<file path="config.mk">
export PLATFORM = sky130hd
export DESIGN_NAME = uart_receiver_flat
export DESIGN_NICKNAME = d
export VERILOG_FILES = /design/src/rtl/uart_receiver_pkg.sv /design/src/rtl/uart_receiver_if.sv /design/src/rtl/uart_rx_fifo.sv /design/src/rtl/uart_receiver.sv /design/src/flat_wrapper.sv
export SDC_FILE = /design/constraint.sdc
export NUM_CORES = 1
export LEC_CHECK = 0
export BUFFER_PORTS_ARGS = -buffer_cell sky130_fd_sc_hd__buf_4
export CORE_MARGIN = 10
export CORE_UTILIZATION = 30
export DETAILED_ROUTE_END_ITERATION = 12
export SLEW_MARGIN = 20
export SYNTH_ARGS = -nofsm -noshare
export SYNTH_HDL_FRONTEND = slang
export SYNTH_SLANG_ARGS = --single-unit
export TNS_END_PERCENT = 20
</file>
<file path="constraint.sdc">
create_clock -name clk -period 6.9 [get_ports clk]
set_input_delay 0.69 -clock clk [delete_from_list [all_inputs] [get_ports clk]]
set_output_delay 0.69 -clock clk [all_outputs]
set_load 0.005 [all_outputs]
</file>
<file path="src/rtl/uart_receiver_pkg.sv">
// -----------------------------------------------------------------------------
// uart_receiver_pkg
// Shared definitions for the UART receiver slice: RCSTA bit positions, receive
// FSM state encoding, oversampling constants, the FIFO entry layout and a
// 2-of-3 majority helper.
// No ports (package).
// -----------------------------------------------------------------------------
package uart_receiver_pkg;

  // RCSTA bit positions: {SPEN, RX9, SREN, CREN, ADDEN, FERR, OERR, RX9D}
  localparam int RCSTA_SPEN  = 7;
  localparam int RCSTA_RX9   = 6;
  localparam int RCSTA_SREN  = 5;
  localparam int RCSTA_CREN  = 4;
  localparam int RCSTA_ADDEN = 3;
  localparam int RCSTA_FERR  = 2;
  localparam int RCSTA_OERR  = 1;
  localparam int RCSTA_RX9D  = 0;

  localparam int OVERSAMPLE = 16;

  typedef logic [$clog2(OVERSAMPLE)-1:0] tick_t;

  // Each bit is voted on from three samples around its centre.
  localparam tick_t TICK_S0   = tick_t'(7);
  localparam tick_t TICK_S1   = tick_t'(8);
  localparam tick_t TICK_S2   = tick_t'(9);
  localparam tick_t TICK_LAST = tick_t'(OVERSAMPLE - 1);

  typedef enum logic [2:0] {
    ST_IDLE  = 3'd0,
    ST_START = 3'd1,
    ST_DATA  = 3'd2,
    ST_BIT9  = 3'd3,
    ST_STOP  = 3'd4
  } rx_state_e;

  typedef struct packed {
    logic       ferr;
    logic       bit9;
    logic [7:0] data;
  } rx_entry_t;

  function automatic logic majority3(input logic a, input logic b, input logic c);
    return (a & b) | (a & c) | (b & c);
  endfunction

endpackage

</file>
<file path="src/rtl/uart_receiver_if.sv">
// -----------------------------------------------------------------------------
// uart_receiver_if
// Groups the serial input, baud strobe and register-bus signals of the UART
// receiver.
//   master : drives UART_RXD, rx_sample_en, reg_data_in, rcsta_reg_wr_en,
//            rcreg_reg_rd_en; observes rcsta_reg_out, rcreg_reg_out, rxif_set_en
//   slave  : the receiver side (mirror of master)
// -----------------------------------------------------------------------------
interface uart_receiver_if;
  logic       UART_RXD;
  logic       rx_sample_en;
  logic [7:0] reg_data_in;
  logic       rcsta_reg_wr_en;
  logic [7:0] rcsta_reg_out;
  logic       rcreg_reg_rd_en;
  logic [7:0] rcreg_reg_out;
  logic       rxif_set_en;

  modport master (
    output UART_RXD, rx_sample_en, reg_data_in, rcsta_reg_wr_en, rcreg_reg_rd_en,
    input  rcsta_reg_out, rcreg_reg_out, rxif_set_en
  );

  modport slave (
    input  UART_RXD, rx_sample_en, reg_data_in, rcsta_reg_wr_en, rcreg_reg_rd_en,
    output rcsta_reg_out, rcreg_reg_out, rxif_set_en
  );
endinterface

</file>
<file path="src/rtl/uart_rx_fifo.sv">
// -----------------------------------------------------------------------------
// uart_rx_fifo
// Two-entry receive FIFO of {ferr, bit9, data}. Entry 0 is always the head.
// A pop and a push in the same cycle are applied pop-first, so a full FIFO
// that is read while a frame lands does not overrun.
//   clk, rst  : clock, synchronous active-high reset
//   flush_i   : empties the FIFO (takes priority over push/pop)
//   push_i    : write wdata_i
//   pop_i     : discard the head entry (ignored while empty)
//   wdata_i   : entry to push
//   head_o    : head entry (meaningful only while !empty_o)
//   full_o    : two entries held
//   empty_o   : no entries held
//   drop_o    : push arrived with no room; the entry was discarded
// -----------------------------------------------------------------------------
module uart_rx_fifo
  import uart_receiver_pkg::*;
(
  input  logic      clk,
  input  logic      rst,
  input  logic      flush_i,
  input  logic      push_i,
  input  logic      pop_i,
  input  rx_entry_t wdata_i,
  output rx_entry_t head_o,
  output logic      full_o,
  output logic      empty_o,
  output logic      drop_o
);

  rx_entry_t  mem_q [2];
  rx_entry_t  mem_d [2];
  logic [1:0] count_q, count_d;

  // NOTE: every signal written here gets a default first; otherwise a path
  // that skips the assignment makes synthesis infer a latch.
  always_comb begin
    mem_d   = mem_q;
    count_d = count_q;
    drop_o  = 1'b0;
    if (flush_i) begin
      count_d = 2'd0;
    end else begin
      if (pop_i && count_q != 2'd0) begin
        mem_d[0] = mem_q[1];
        count_d  = count_q - 2'd1;
      end
      if (push_i) begin
        if (count_d == 2'd2) begin
          drop_o = 1'b1;
        end else begin
          mem_d[count_d[0]] = wdata_i;
          count_d           = count_d + 2'd1;
        end
      end
    end
  end

  // NOTE: sequential state uses non-blocking assignments so every flop
  // samples pre-edge values regardless of process ordering.
  always_ff @(posedge clk) begin
    if (rst) begin
      count_q <= 2'd0;
    end else begin
      count_q <= count_d;
    end
  end

  // NOTE: the storage is deliberately not reset; count_q alone defines which
  // entries are valid, and unreset storage maps to plain flops/RAM.
  always_ff @(posedge clk) begin
    mem_q <= mem_d;
  end

  assign head_o  = mem_q[0];
  assign full_o  = (count_q == 2'd2);
  assign empty_o = (count_q == 2'd0);

endmodule

</file>
<file path="src/rtl/uart_receiver.sv">
// -----------------------------------------------------------------------------
// uart_receiver
// 16x-oversampling UART receiver with an RCSTA control/status register, an
// RCREG read port and a two-entry receive FIFO.
//   clk  : system clock
//   rst  : synchronous active-high reset
//   bus  : uart_receiver_if.slave
//            UART_RXD        async serial input, idle high
//            rx_sample_en    16x baud strobe
//            reg_data_in     register write data
//            rcsta_reg_wr_en RCSTA write strobe
//            rcsta_reg_out   {SPEN, RX9, SREN=0, CREN, ADDEN, FERR, OERR, RX9D}
//            rcreg_reg_rd_en RCREG read strobe (pops the FIFO)
//            rcreg_reg_out   data byte at the FIFO head
//            rxif_set_en     high while the FIFO is non-empty
// Optional feature: define UART_RX_ADDEN_EN to enable address detection
// (ADDEN=1 with RX9=1 discards frames whose ninth bit is 0).
// -----------------------------------------------------------------------------
module uart_receiver
  import uart_receiver_pkg::*;
(
  input logic            clk,
  input logic            rst,
  uart_receiver_if.slave bus
);

  // ---------------------------------------------------------------- sync ---
  logic sync1_q, sync2_q, rxd_s;

  // Reset to the idle level so a reset never looks like a start bit.
  always_ff @(posedge clk) begin
    if (rst) begin
      sync1_q <= 1'b1;
      sync2_q <= 1'b1;
    end else begin
      sync1_q <= bus.UART_RXD;
      sync2_q <= sync1_q;
    end
  end

  assign rxd_s = sync2_q;

  // ------------------------------------------------------------- control ---
  logic       spen_q, rx9_q, cren_q, oerr_q, oerr_d, adden;
  logic [7:0] rcreg_last_q;
  logic       cren_fall, abort;

  logic       fifo_push, fifo_full, fifo_empty, fifo_drop;
  rx_entry_t  fifo_head, fifo_wdata;

  // Clearing CREN or holding SPEN low kills any frame in flight.
  assign cren_fall = bus.rcsta_reg_wr_en && cren_q && !bus.reg_data_in[RCSTA_CREN];
  assign abort     = !spen_q || cren_fall;

  always_comb begin
    oerr_d = oerr_q;
    if (abort) begin
      oerr_d = 1'b0;
    end else if (fifo_drop) begin
      oerr_d = 1'b1;
    end
  end

  always_ff @(posedge clk) begin
    if (rst) begin
      spen_q       <= 1'b0;
      rx9_q        <= 1'b0;
      cren_q       <= 1'b0;
      oerr_q       <= 1'b0;
      rcreg_last_q <= 8'h00;
    end else begin
      if (bus.rcsta_reg_wr_en) begin
        spen_q <= bus.reg_data_in[RCSTA_SPEN];
        rx9_q  <= bus.reg_data_in[RCSTA_RX9];
        cren_q <= bus.reg_data_in[RCSTA_CREN];
      end
      oerr_q <= oerr_d;
      // Remembers what RCREG showed so it holds once the FIFO drains.
      if (!fifo_empty) begin
        rcreg_last_q <= fifo_head.data;
      end
    end
  end

`ifdef UART_RX_ADDEN_EN
  logic adden_q;
  always_ff @(posedge clk) begin
    if (rst) begin
      adden_q <= 1'b0;
    end else if (bus.rcsta_reg_wr_en) begin
      adden_q <= bus.reg_data_in[RCSTA_ADDEN];
    end
  end
  assign adden = adden_q;
`else
  assign adden = 1'b0;
`endif

  // ----------------------------------------------------------------- FSM ---
  rx_state_e  state_q, state_d;
  tick_t      tick_q, tick_d;
  logic [2:0] bit_cnt_q, bit_cnt_d;
  logic [1:0] samp_q, samp_d;
  logic [7:0] shift_q, shift_d;
  logic       bit9_q, bit9_d;
  logic       maj, push_frame, addr_reject;

  always_ff @(posedge clk) begin
    if (rst) begin
      state_q   <= ST_IDLE;
      tick_q    <= '0;
      bit_cnt_q <= '0;
      samp_q    <= '0;
      shift_q   <= '0;
      bit9_q    <= 1'b0;
    end else begin
      state_q   <= state_d;
      tick_q    <= tick_d;
      bit_cnt_q <= bit_cnt_d;
      samp_q    <= samp_d;
      shift_q   <= shift_d;
      bit9_q    <= bit9_d;
    end
  end

  // Vote uses the two stored samples plus the live one at TICK_S2.
  assign maj = majority3(samp_q[0], samp_q[1], rxd_s);

  always_comb begin
    state_d    = state_q;
    tick_d     = tick_q;
    bit_cnt_d  = bit_cnt_q;
    samp_d     = samp_q;
    shift_d    = shift_q;
    bit9_d     = bit9_q;
    push_frame = 1'b0;

    if (abort) begin
      state_d   = ST_IDLE;
      tick_d    = '0;
      bit_cnt_d = '0;
    end else if (bus.rx_sample_en) begin
      if (state_q != ST_IDLE) begin
        tick_d = tick_q + tick_t'(1);
        if (tick_q == TICK_S0) samp_d[0] = rxd_s;
        if (tick_q == TICK_S1) samp_d[1] = rxd_s;
      end

      unique case (state_q)
        ST_IDLE: begin
          // The detecting sample is tick 0 of the start bit.
          if (!rxd_s && cren_q && !oerr_q) begin
            state_d   = ST_START;
            tick_d    = tick_t'(1);
            bit_cnt_d = '0;
            bit9_d    = 1'b0;
          end
        end
        ST_START: begin
          if (tick_q == TICK_S2 && maj) begin
            state_d = ST_IDLE;
            tick_d  = '0;
          end else if (tick_q == TICK_LAST) begin
            state_d = ST_DATA;
          end
        end
        ST_DATA: begin
          if (tick_q == TICK_S2) shift_d = {maj, shift_q[7:1]};
          if (tick_q == TICK_LAST) begin
            bit_cnt_d = bit_cnt_q + 3'd1;
            if (bit_cnt_q == 3'd7) state_d = rx9_q ? ST_BIT9 : ST_STOP;
          end
        end
        ST_BIT9: begin
          if (tick_q == TICK_S2) bit9_d = maj;
          if (tick_q == TICK_LAST) state_d = ST_STOP;
        end
        ST_STOP: begin
          if (tick_q == TICK_S2) begin
            push_frame = 1'b1;
            state_d    = ST_IDLE;
            tick_d     = '0;
          end
        end
        default: state_d = ST_IDLE;
      endcase
    end
  end

`ifdef UART_RX_ADDEN_EN
  assign addr_reject = adden && rx9_q && !bit9_q;
`else
  assign addr_reject = 1'b0;
`endif

  assign fifo_push  = push_frame && !addr_reject;
  assign fifo_wdata = '{ferr: ~maj, bit9: rx9_q & bit9_q, data: shift_q};

  uart_rx_fifo u_fifo (
    .clk     (clk),
    .rst     (rst),
    .flush_i (!spen_q),
    .push_i  (fifo_push),
    .pop_i   (bus.rcreg_reg_rd_en),
    .wdata_i (fifo_wdata),
    .head_o  (fifo_head),
    .full_o  (fifo_full),
    .empty_o (fifo_empty),
    .drop_o  (fifo_drop)
  );

  // ------------------------------------------------------------- outputs ---
  logic [7:0] rcsta;

  always_comb begin
    rcsta              = '0;
    rcsta[RCSTA_SPEN]  = spen_q;
    rcsta[RCSTA_RX9]   = rx9_q;
    rcsta[RCSTA_SREN]  = 1'b0;
    rcsta[RCSTA_CREN]  = cren_q;
    rcsta[RCSTA_ADDEN] = adden;
    rcsta[RCSTA_FERR]  = !fifo_empty && fifo_head.ferr;
    rcsta[RCSTA_OERR]  = oerr_q;
    rcsta[RCSTA_RX9D]  = !fifo_empty && fifo_head.bit9;
  end

  assign bus.rcsta_reg_out = rcsta;
  assign bus.rcreg_reg_out = fifo_empty ? rcreg_last_q : fifo_head.data;
  assign bus.rxif_set_en   = !fifo_empty;

  // Only used to document FIFO state; keeps the full flag observable.
  logic unused_full;
  assign unused_full = fifo_full;

endmodule

</file>
<file path="src/flat_wrapper.sv">
// flat-port wrapper written by rule: the top's interface ports become plain ports
module uart_receiver_flat import uart_receiver_pkg::*;
  (clk, rst, bus_UART_RXD, bus_rx_sample_en, bus_reg_data_in, bus_rcsta_reg_wr_en, bus_rcreg_reg_rd_en, bus_rcsta_reg_out, bus_rcreg_reg_out, bus_rxif_set_en);
  uart_receiver_if bus_i ();
  input logic clk;
  input logic rst;
  input wire logic [$bits(bus_i.UART_RXD)-1:0] bus_UART_RXD;
  input wire logic [$bits(bus_i.rx_sample_en)-1:0] bus_rx_sample_en;
  input wire logic [$bits(bus_i.reg_data_in)-1:0] bus_reg_data_in;
  input wire logic [$bits(bus_i.rcsta_reg_wr_en)-1:0] bus_rcsta_reg_wr_en;
  input wire logic [$bits(bus_i.rcreg_reg_rd_en)-1:0] bus_rcreg_reg_rd_en;
  output wire logic [$bits(bus_i.rcsta_reg_out)-1:0] bus_rcsta_reg_out;
  output wire logic [$bits(bus_i.rcreg_reg_out)-1:0] bus_rcreg_reg_out;
  output wire logic [$bits(bus_i.rxif_set_en)-1:0] bus_rxif_set_en;
  assign bus_i.UART_RXD = bus_UART_RXD;
  assign bus_i.rx_sample_en = bus_rx_sample_en;
  assign bus_i.reg_data_in = bus_reg_data_in;
  assign bus_i.rcsta_reg_wr_en = bus_rcsta_reg_wr_en;
  assign bus_i.rcreg_reg_rd_en = bus_rcreg_reg_rd_en;
  assign bus_rcsta_reg_out = bus_i.rcsta_reg_out;
  assign bus_rcreg_reg_out = bus_i.rcreg_reg_out;
  assign bus_rxif_set_en = bus_i.rxif_set_en;
  uart_receiver u_core (.clk(clk), .rst(rst), .bus(bus_i));
endmodule
</file>
==> impl_metrics.yaml, run 1 <==
run_status:
  outcome: "finished clean"
final_layout:
  final_common_cell: "dfxtp_1"
  final_core_util: 0.361
  num-nets-final: 294
  drive_gt1_frac: 0.274
  syn2layout_area_growth_pct: 16.4
  layout_common_cells: "37 x dfxtp_1, 28 x nor2_1, 26 x mux2_2, 26 x buf_4"
  num_antenna_cells: 0
  nFillCells: 901
floorplanning:
  rows: 34
  dieArea_um2: 13300
  io_pins: 31
  die_w_um: 115
  start_util: 0.310
  coreArea_um2: 8760
  die_y_um: 115
setup_path:
  required_ps: 6860
  critPathBufInv: 2
  start_kind: "flip-flop"
  path_delay_family: "simple AND/OR/NAND/NOR gates"
  worst_path_most_repeated_cell: "ha_1"
  crit_arrival_ps: 2810
  critPathSlowestCell: "nor3_2"
  cp_max_fo: 12
  path_cells: "inv_1, ha_1, nor2b_1, buf_4, xnor2_1, ha_1, nor3_2"
  critPathCaptureType: "flip-flop"
  criticalPathCategory: "flip-flop to flip-flop"
  critical-path-max-stage-delay_ps: 740
grt:
  grt_antenna_before_repair: 0
  grt_max_degree: 26
  grt_usage: 0.0859
  grt-ovfl-total: 0
  grt_pass1_wl_mm: 9.11
  grt_pass1_vias: 1833
clocking:
  cts.htree.levels: 3
  root_buffer: "clkbuf_8"
  clk_latency_ps: 330
  ctsLongestPathBuffers: 2
  cts_hold_buf: 0
  clk_pin_slew_ps: 70
  cts_sinks: 57
  post_cts_buffers: 0
  cts_made_buffers: 9
  postCtsResizedCells: 0
  cts_tree: "yes"
drt:
  dr.pass1.iters: 4
  initialDrtViolationCount: 69
  drc: 0
  dr_total_vias: 1801
  wl_mm: 5.21
  viasPerCell: 4.68
  post_drt_wl_per_cell_um: 13.5
  drtAntennaViolNets: 0
placed_design:
  place_congestion: 0.777
  io_buffers: 23
  dp_hpwl_mm: 3.58
sta:
  finClkSkew_ps: 5.86
  rsz0062_at_grt: "false"
  finalCritPeriodShare: 0.414
  finalMaxSlewViolations: 0
  fmax_mhz: 350
  tightest_slew_ps: 874
  slew_headroom: 0.414
  period_minus_slack_ps: 2860
  hold_viol_final: 0
  fin_setup_tns_ps: 0
  setup_viol: 0
hold_path:
  hold_path.class: "flip-flop to flip-flop"
synth:
  ys_warn_count: 0
  synthArstFlopShare: 0
  syn_area_per_cell_um2: 10.8
  synthFlopType: "dfxtp_1"
  netlist-cell-type-count: 42
  ys_ff_latch: 57
  synth.yosys.seq_area_share: 0.493
  synth_edf_count: 20
  syn-cell-area_um2: 2720
  syn_inst: 251
pwr:
  p_per_area_nw_per_um2: 215
  ir_worst_vdd_mv: 0.0769
  p_leak_nw: 1.15
  power_w: 0.000681
job:
  max_cap_violations: 0
==> power breakdown <==
group	internal [W]	total (W)	switching (W)	leakage, nW
registers	0.000347	0.000349	0.00000149	0.469
logic	0.00000690	0.0000162	0.00000929	0.585
clock network	0.000179	0.000316	0.000137	0.100
==> layout make-up <==
| class | instances | area (µm²) | area share |
|---|---|---|---|
| Sequential cell | 57 | 1340 | 0.424 |
| Multi-Input combinational cell | 169 | 1260 | 0.397 |
| Timing Repair Buffer | 26 | 195 | 0.0616 |
| Clock buffer | 11 | 141 | 0.0446 |
| Tap cell | 108 | 135 | 0.0427 |
| Clock inverter | 5 | 63.8 | 0.0202 |
| Inverter | 9 | 33.8 | 0.0107 |
==> metrics by stage <==
step                worst slack, ps  instances  hold WS, ps  cell area (µm²)
CTS                            3980        385          416             3170
global placement               4050        369          401             2960
detailed placement             4010        369          400             2960
global route                   3800        385          423             3170
floorplan                      4030        252          389             2720
finish                         4040        385          415             3170
==> cells by family after synthesis <==
family / after synthesis / synth area share
AO/OA/AOI/OAI: 23 / 0.0543
adder cells (fa/ha/maj): 9 / 0.0405
buffers and inverters: 26 / 0.0483
other: 1 / 0.00138
AND/OR/NAND/NOR: 88 / 0.178
multiplexers: 46 / 0.181
XOR/XNOR: 1 / 0.00322
flip-flops: 57 / 0.493
==> per-layer routing <==
layer / vias to the layer above / global-route usage / wire length (µm)
met4: 0 / 0.0363 / 85
li1: 921 / - / -
met1: 831 / 0.106 / 2450
met5: - / 0 / 0
met3: 9 / 0.0323 / 300
met2: 40 / 0.132 / 2380
==> worst paths after layout <==
| path | cells past startpoint | end | slack [ps] | from |
|---|---|---|---|---|
| worst max register to register | 7 | flip-flop | 4040 | u_core.u_fifo.count_q[0]$_SDFF_PP0_ |
| worst max-delay path | 7 | flip-flop | 4040 | u_core.u_fifo.count_q[0]$_SDFF_PP0_ |
| worst min-delay path | 1 | u_core.rxd_s$_SDFF_PP1_ | 410 | u_core.sync1_q$_SDFF_PP1_ |
| worst min register to register | 1 | u_core.rxd_s$_SDFF_PP1_ | 410 | u_core.sync1_q$_SDFF_PP1_ |
==> Yosys cell counts (2+ instances only) <==
master	n	area, µm²
dfxtp_1	37	741
nor2_1	28	105
mux2_2	26	293
edfxtp_1	20	601
mux2i_1	20	200
nor2b_1	13	81.3
nand2_1	11	41.3
a21oi_1	10	50.1
inv_1	9	33.8
buf_4	8	60.1
ha_1	8	100
clkbuf_1	6	22.5
nand2b_1	6	37.5
nand3_1	4	20.0
nor3_1	4	20.0
a211oi_1	3	22.5
a21boi_0	3	22.5
buf_2	3	15.0
a2111oi_0	2	17.5
nand4_1	2	12.5
nand4b_1	2	17.5
nor3b_1	2	15.0
o21ai_0	2	10.0
or2_2	2	12.5
or3_1	2	12.5
or4_1	2	15.0
Note: power is estimated with default switching activity, not from simulation.
==> run 2: changes to the inputs <==
==> constraint.sdc (replaced) <==
create_clock -name clk -period 2.5 [get_ports clk]
set_input_delay 0.25 -clock clk [delete_from_list [all_inputs] [get_ports clk]]
set_output_delay 0.25 -clock clk [all_outputs]
set_load 0.005 [all_outputs]
==> run 2 against run 1 <==
Net effect:
- clock power grew to 2.9 times the previous value
- cell count grew 2.1%
- cell area grew 2.3%
- clock-buffer cell count is the same
- sequential power grew to 2.8 times the previous value
- clock skew grew 2.7 ps
- setup slack lost 3800 ps
- critical path depth grew 1
- largest cell class unchanged
- largest power group unchanged
==> impl_metrics.yaml, run 2 (synthesized netlist as in run 1, its figures left out) <==
grt:
  grt_max_degree: 26
  grt-ovfl-total: 0
  grt_usage: 0.0887
  grt_antenna_before_repair: 0
  grt_pass1_vias: 1890
  grt_pass1_wl_mm: 9.37
setup_path:
  criticalPathCategory: "flip-flop to flip-flop"
  path_cells: "inv_1, ha_1, nor2b_2, xnor2_1, ha_1, nor3b_1, buf_4, mux2_2"
  worst_path_most_repeated_cell: "ha_1"
  required_ps: 2580
  crit_arrival_ps: 2340
  start_kind: "flip-flop"
  cp_max_fo: 10
  critPathSlowestCell: "mux2_2"
  critical-path-max-stage-delay_ps: 350
  critPathCaptureType: "flip-flop"
clocking:
  cts.htree.levels: 3
  cts_tree: "yes"
  root_buffer: "clkbuf_8"
  cts_sinks: 57
  clk_latency_ps: 330
  cts_made_buffers: 9
  clk_pin_slew_ps: 70
  cts_hold_buf: 0
  ctsLongestPathBuffers: 2
placed_design:
  place_congestion: 0.812
  dp_hpwl_mm: 3.63
  io_buffers: 23
  post_dp_cell_area_um2: 3020
final_layout:
  num_antenna_cells: 0
  final_core_util: 0.370
  layout_common_cells: "37 x dfxtp_1, 34 x buf_4, 28 x nor2_1"
  final_common_cell: "dfxtp_1"
  syn2layout_area_growth_pct: 19.0
  drive_gt1_frac: 0.302
  num-nets-final: 302
  nFillCells: 901
  fin_area_um2: 3240
sta:
  finClkSkew_ps: 8.61
  period_minus_slack_ps: 2260
  tightest_slew_ps: 485
  rsz0062_at_grt: "false"
  slew_headroom: 0.668
  finalMaxSlewViolations: 0
  setup_viol: 0
  hold_viol_final: 0
  finalCritPeriodShare: 0.902
  fmax_mhz: 443
pwr:
  p_per_area_nw_per_um2: 591
  ir_worst_vdd_mv: 0.180
  p_leak_nw: 1.20
floorplanning:
  dieArea_um2: 13300
  coreArea_um2: 8760
  io_pins: 31
  rows: 34
  die_w_um: 115
  start_util: 0.310
  die_y_um: 115
drt:
  viasPerCell: 4.70
  dr_total_vias: 1847
  initialDrtViolationCount: 114
  wl_mm: 5.33
  drc: 0
  dr.pass1.iters: 4
  post_drt_wl_per_cell_um: 13.6
  drtAntennaViolNets: 0
job:
  max_cap_violations: 0
hold_path:
  hold_path.class: "input port to flip-flop"
run_status:
  outcome: "finished clean"
## run 2: changes by cell type in the layout (fill, tap and decap cells not counted)
cell | previous run | this run
buf_4 | 26 | 34
clkbuf_1 | 1 | 0
clkbuf_8 | 10 | 11
clkinv_4 | 2 | 1
clkinvlp_4 | 1 | 2
nor2b_1 | 13 | 12
nor2b_2 | 0 | 1
## run 2: routing by layer
metal / routed length, µm / share of wire / vias up / GRT usage
met3: 249 / 0.047 / 12 / 0.0276
met5: 0 / 0 / - / 0
li1: - / - / 936 / -
met1: 2650 / 0.50 / 868 / 0.111
met2: 2300 / 0.43 / 31 / 0.129
met4: 139 / 0.026 / 0 / 0.0578
## run 2: path summary, 6_finish.rpt
path | startpoint | to | slack (ps) | cells after the start
max | u_core.u_fifo.count_q[0]$_SDFF_PP0_ | u_core.u_fifo.head_o[6]$_DFFE_PP_ | 240 | 8
min | bus_UART_RXD | u_core.sync1_q$_SDFF_PP1_ | 110 | 2
max reg2reg | u_core.u_fifo.count_q[0]$_SDFF_PP0_ | u_core.u_fifo.head_o[6]$_DFFE_PP_ | 240 | 8
min reg2reg | u_core.sync1_q$_SDFF_PP1_ | u_core.rxd_s$_SDFF_PP1_ | 410 | 1
## run 2: layout make-up
class                   instances  area [µm²]  area share
clock buffers                  11         151      0.0468
clock inverters                 5        62.6      0.0193
inverters                       9        33.8      0.0104
multi-input cells             169        1260       0.389
flip-flops and latches         57        1340       0.414
well taps                     108         135      0.0417
repair buffers                 34         255      0.0788
## run 2: stage by stage
stage	setup TNS (ps)	setup slack (ps)	hold slack, ps	std cells	power [W]
final	0	245	108	393	0.00192
after global routing	0	49.8	97.0	393	0.00199
after CTS	0	139	90.1	393	0.00194
after detailed placement	0	152	395	377	0.00103
after global placement	0	197	402	377	0.00103
after floorplan	-550	-61.1	322	252	0.00101
## run 2: timing repair
action | 4_1_cts | 5_1_grt
setup buffers | 0 | 0
gates resized for setup | 0 | 1
endpoints found under the setup margin | 0 | 9
endpoints found under the hold margin | 0 | 0
## run 2: where the power goes
group	leakage (nW)	switching (W)	internal [W]
Combinational	0.625	0.0000263	0.0000201
Sequential	0.469	0.00000423	0.000959
Clock	0.102	0.000386	0.000519
Total	1.20	0.000417	0.00150
## run 2: worst max-delay path: cells and delay by family (launching register included)
family	cells	cell delay (ps)
and+or+nand+nor	2	370
adders and majority gates	2	490
muxes	1	350
buffers and inverters	2	290
xor gates and xnor gates	1	170
DFF	1	340
==> run 3: changes to the inputs <==
--- a/config.mk
+++ b/config.mk
@@ -12,5 +12,6 @@
 export SLEW_MARGIN = 20
 export SYNTH_ARGS = -nofsm -noshare
 export SYNTH_HDL_FRONTEND = slang
+export SYNTH_HIERARCHICAL = 1
 export SYNTH_SLANG_ARGS = --single-unit
-export TNS_END_PERCENT = 20
+export TNS_END_PERCENT = 1
==> run 3 against run 2 <==
Net effect:
- combinational power is 32% higher
- total power is 4.3% higher
- clock skew is 3.1 ps higher
- via count is 5.7% higher
==> impl_metrics.yaml, run 3 <==
sta:
  finalMaxSlewViolations: 0
  fin_setup_tns_ps: 0
  finClkSkew_ps: 11.7
  finalCritPeriodShare: 0.923
  slew_headroom: 0.659
  fmax_mhz: 433
  tightest_slew_ps: 507
  hold_viol_final: 0
  setup_viol: 0
  rsz0062_at_grt: "false"
  period_minus_slack_ps: 2310
grt:
  grt_pass1_wl_mm: 9.66
  grt.met1_usage: 0.106
  grt_max_degree: 28
  grt_usage: 0.0827
  grt-ovfl-total: 0
  grt_pass1_vias: 1963
  met2_usage: 0.127
  top_usage_layer: "met2"
  use_met3: 0.0241
  grt_antenna_before_repair: 0
hold_path:
  hold-path-cell-count: 2
  hold_path.class: "input port to flip-flop"
synth:
  ys_warn_count: 6
  syn_inst: 267
  syn-cell-area_um2: 2930
  syn_area_per_cell_um2: 11.0
run_status:
  outcome: "finished clean"
drt:
  initialDrtViolationCount: 112
  drtAntennaViolNets: 0
  drc: 0
  dr.pass1.iters: 4
  wl_mm: 5.70
  post_drt_wl_per_cell_um: 13.5
  viasPerCell: 4.61
  dr_total_vias: 1952
job:
  max_cap_violations: 0
floorplanning:
  start_util: 0.304
  io_pins: 31
  die_w_um: 119
  dieArea_um2: 14100
  coreArea_um2: 9640
  rows: 36
  die_y_um: 119
final_layout:
  final_common_cell: "dfxtp_1"
  syn2layout_area_growth_pct: 16.0
  finalNonFillerCells: 423
  drive_gt1_frac: 0.321
  nFillCells: 1021
  num_antenna_cells: 0
  num-nets-final: 306
  layout_common_cells: "37 x dfxtp_1, 35 x buf_4, 28 x mux2_2"
setup_path:
  crit_arrival_ps: 2390
  reg2regPathDepth: 9
  critPathCaptureType: "flip-flop"
  start_kind: "flip-flop"
  required_ps: 2580
  cp_max_fo: 10
  criticalPathCategory: "flip-flop to flip-flop"
placed_design:
  dp_hpwl_mm: 4.12
  io_buffers: 23
  place_congestion: 0.854
  dp.cells: 407
pwr:
  p_leak_nw: 1.27
  ir_worst_vdd_mv: 0.289
  p_per_area_nw_per_um2: 588
clocking:
  postCtsResizedCells: 0
  ctsLongestPathBuffers: 2
  cts_sinks: 57
  cts_tree: "yes"
  cts_hold_buf: 0
  post_cts_buffers: 0
  clk_latency_ps: 330
  clk_pin_slew_ps: 70
  cts_made_buffers: 9
  cts.htree.levels: 3
  root_buffer: "clkbuf_8"
run 3: final timing paths:
path / endpoint / slack, ps / start
hold reg to reg: u_core/rxd_s$_SDFF_PP1_ / 410 / u_core/sync1_q$_SDFF_PP1_
setup / recovery: u_core/u_fifo/head_o[9]$_DFFE_PN_ / 190 / u_core/u_fifo/count_q[0]$_SDFF_PP0_
hold / removal: u_core/sync1_q$_SDFF_PP1_ / 110 / bus_UART_RXD
setup reg to reg: u_core/u_fifo/head_o[9]$_DFFE_PN_ / 190 / u_core/u_fifo/count_q[0]$_SDFF_PP0_
run 3: worst max-delay path: stages (launching register included):
cell and delay (ps):
dfxtp_1 330, inv_1 40, ha_1 220, nor2b_4 220
mux2_4 330, inv_2 60, ha_1 180, nand3b_1 120
buf_4 190, mux2_2 360
run 3: per-stage QoR:
stage	total power, W	hold WS (ps)	utilization	setup slack (ps)	cell area (µm²)
after CTS	0.00203	97.1	0.352	167	3400
after floorplan	0.00104	319	-	47.3	2940
final	0.00200	108	0.352	191	3400
after global placement	0.00105	405	0.329	226	3170
after detailed placement	0.00106	398	0.329	196	3170
after global routing	0.00207	102	0.352	38.1	3400
run 3: power breakdown:
group           total, W  leakage (nW)  switching [W]  internal, W
sequential      0.000973         0.498     0.00000726     0.000966
combinational  0.0000611         0.657      0.0000329    0.0000281
clock           0.000964         0.114       0.000394     0.000571
total            0.00200          1.27       0.000434      0.00156
run 3: layout make-up:
type | instances | area [µm²] | share of cell area
clock inverter | 7 | 104 | 0.0306
timing repair buffer | 35 | 263 | 0.0773
tap | 133 | 166 | 0.0490
multi-input combinational | 169 | 1350 | 0.397
clock buffer | 9 | 124 | 0.0365
inverter | 13 | 48.8 | 0.0144
sequential | 57 | 1340 | 0.395
run 3: per-layer routing:
metal | part of all wire | vias to the layer above | wire length (µm)
met3 | 0.033 | 7 | 188
met4 | 0.015 | 0 | 85
met5 | 0 | - | 0
li1 | - | 984 | -
met1 | 0.51 | 923 | 2880
met2 | 0.45 | 38 | 2550
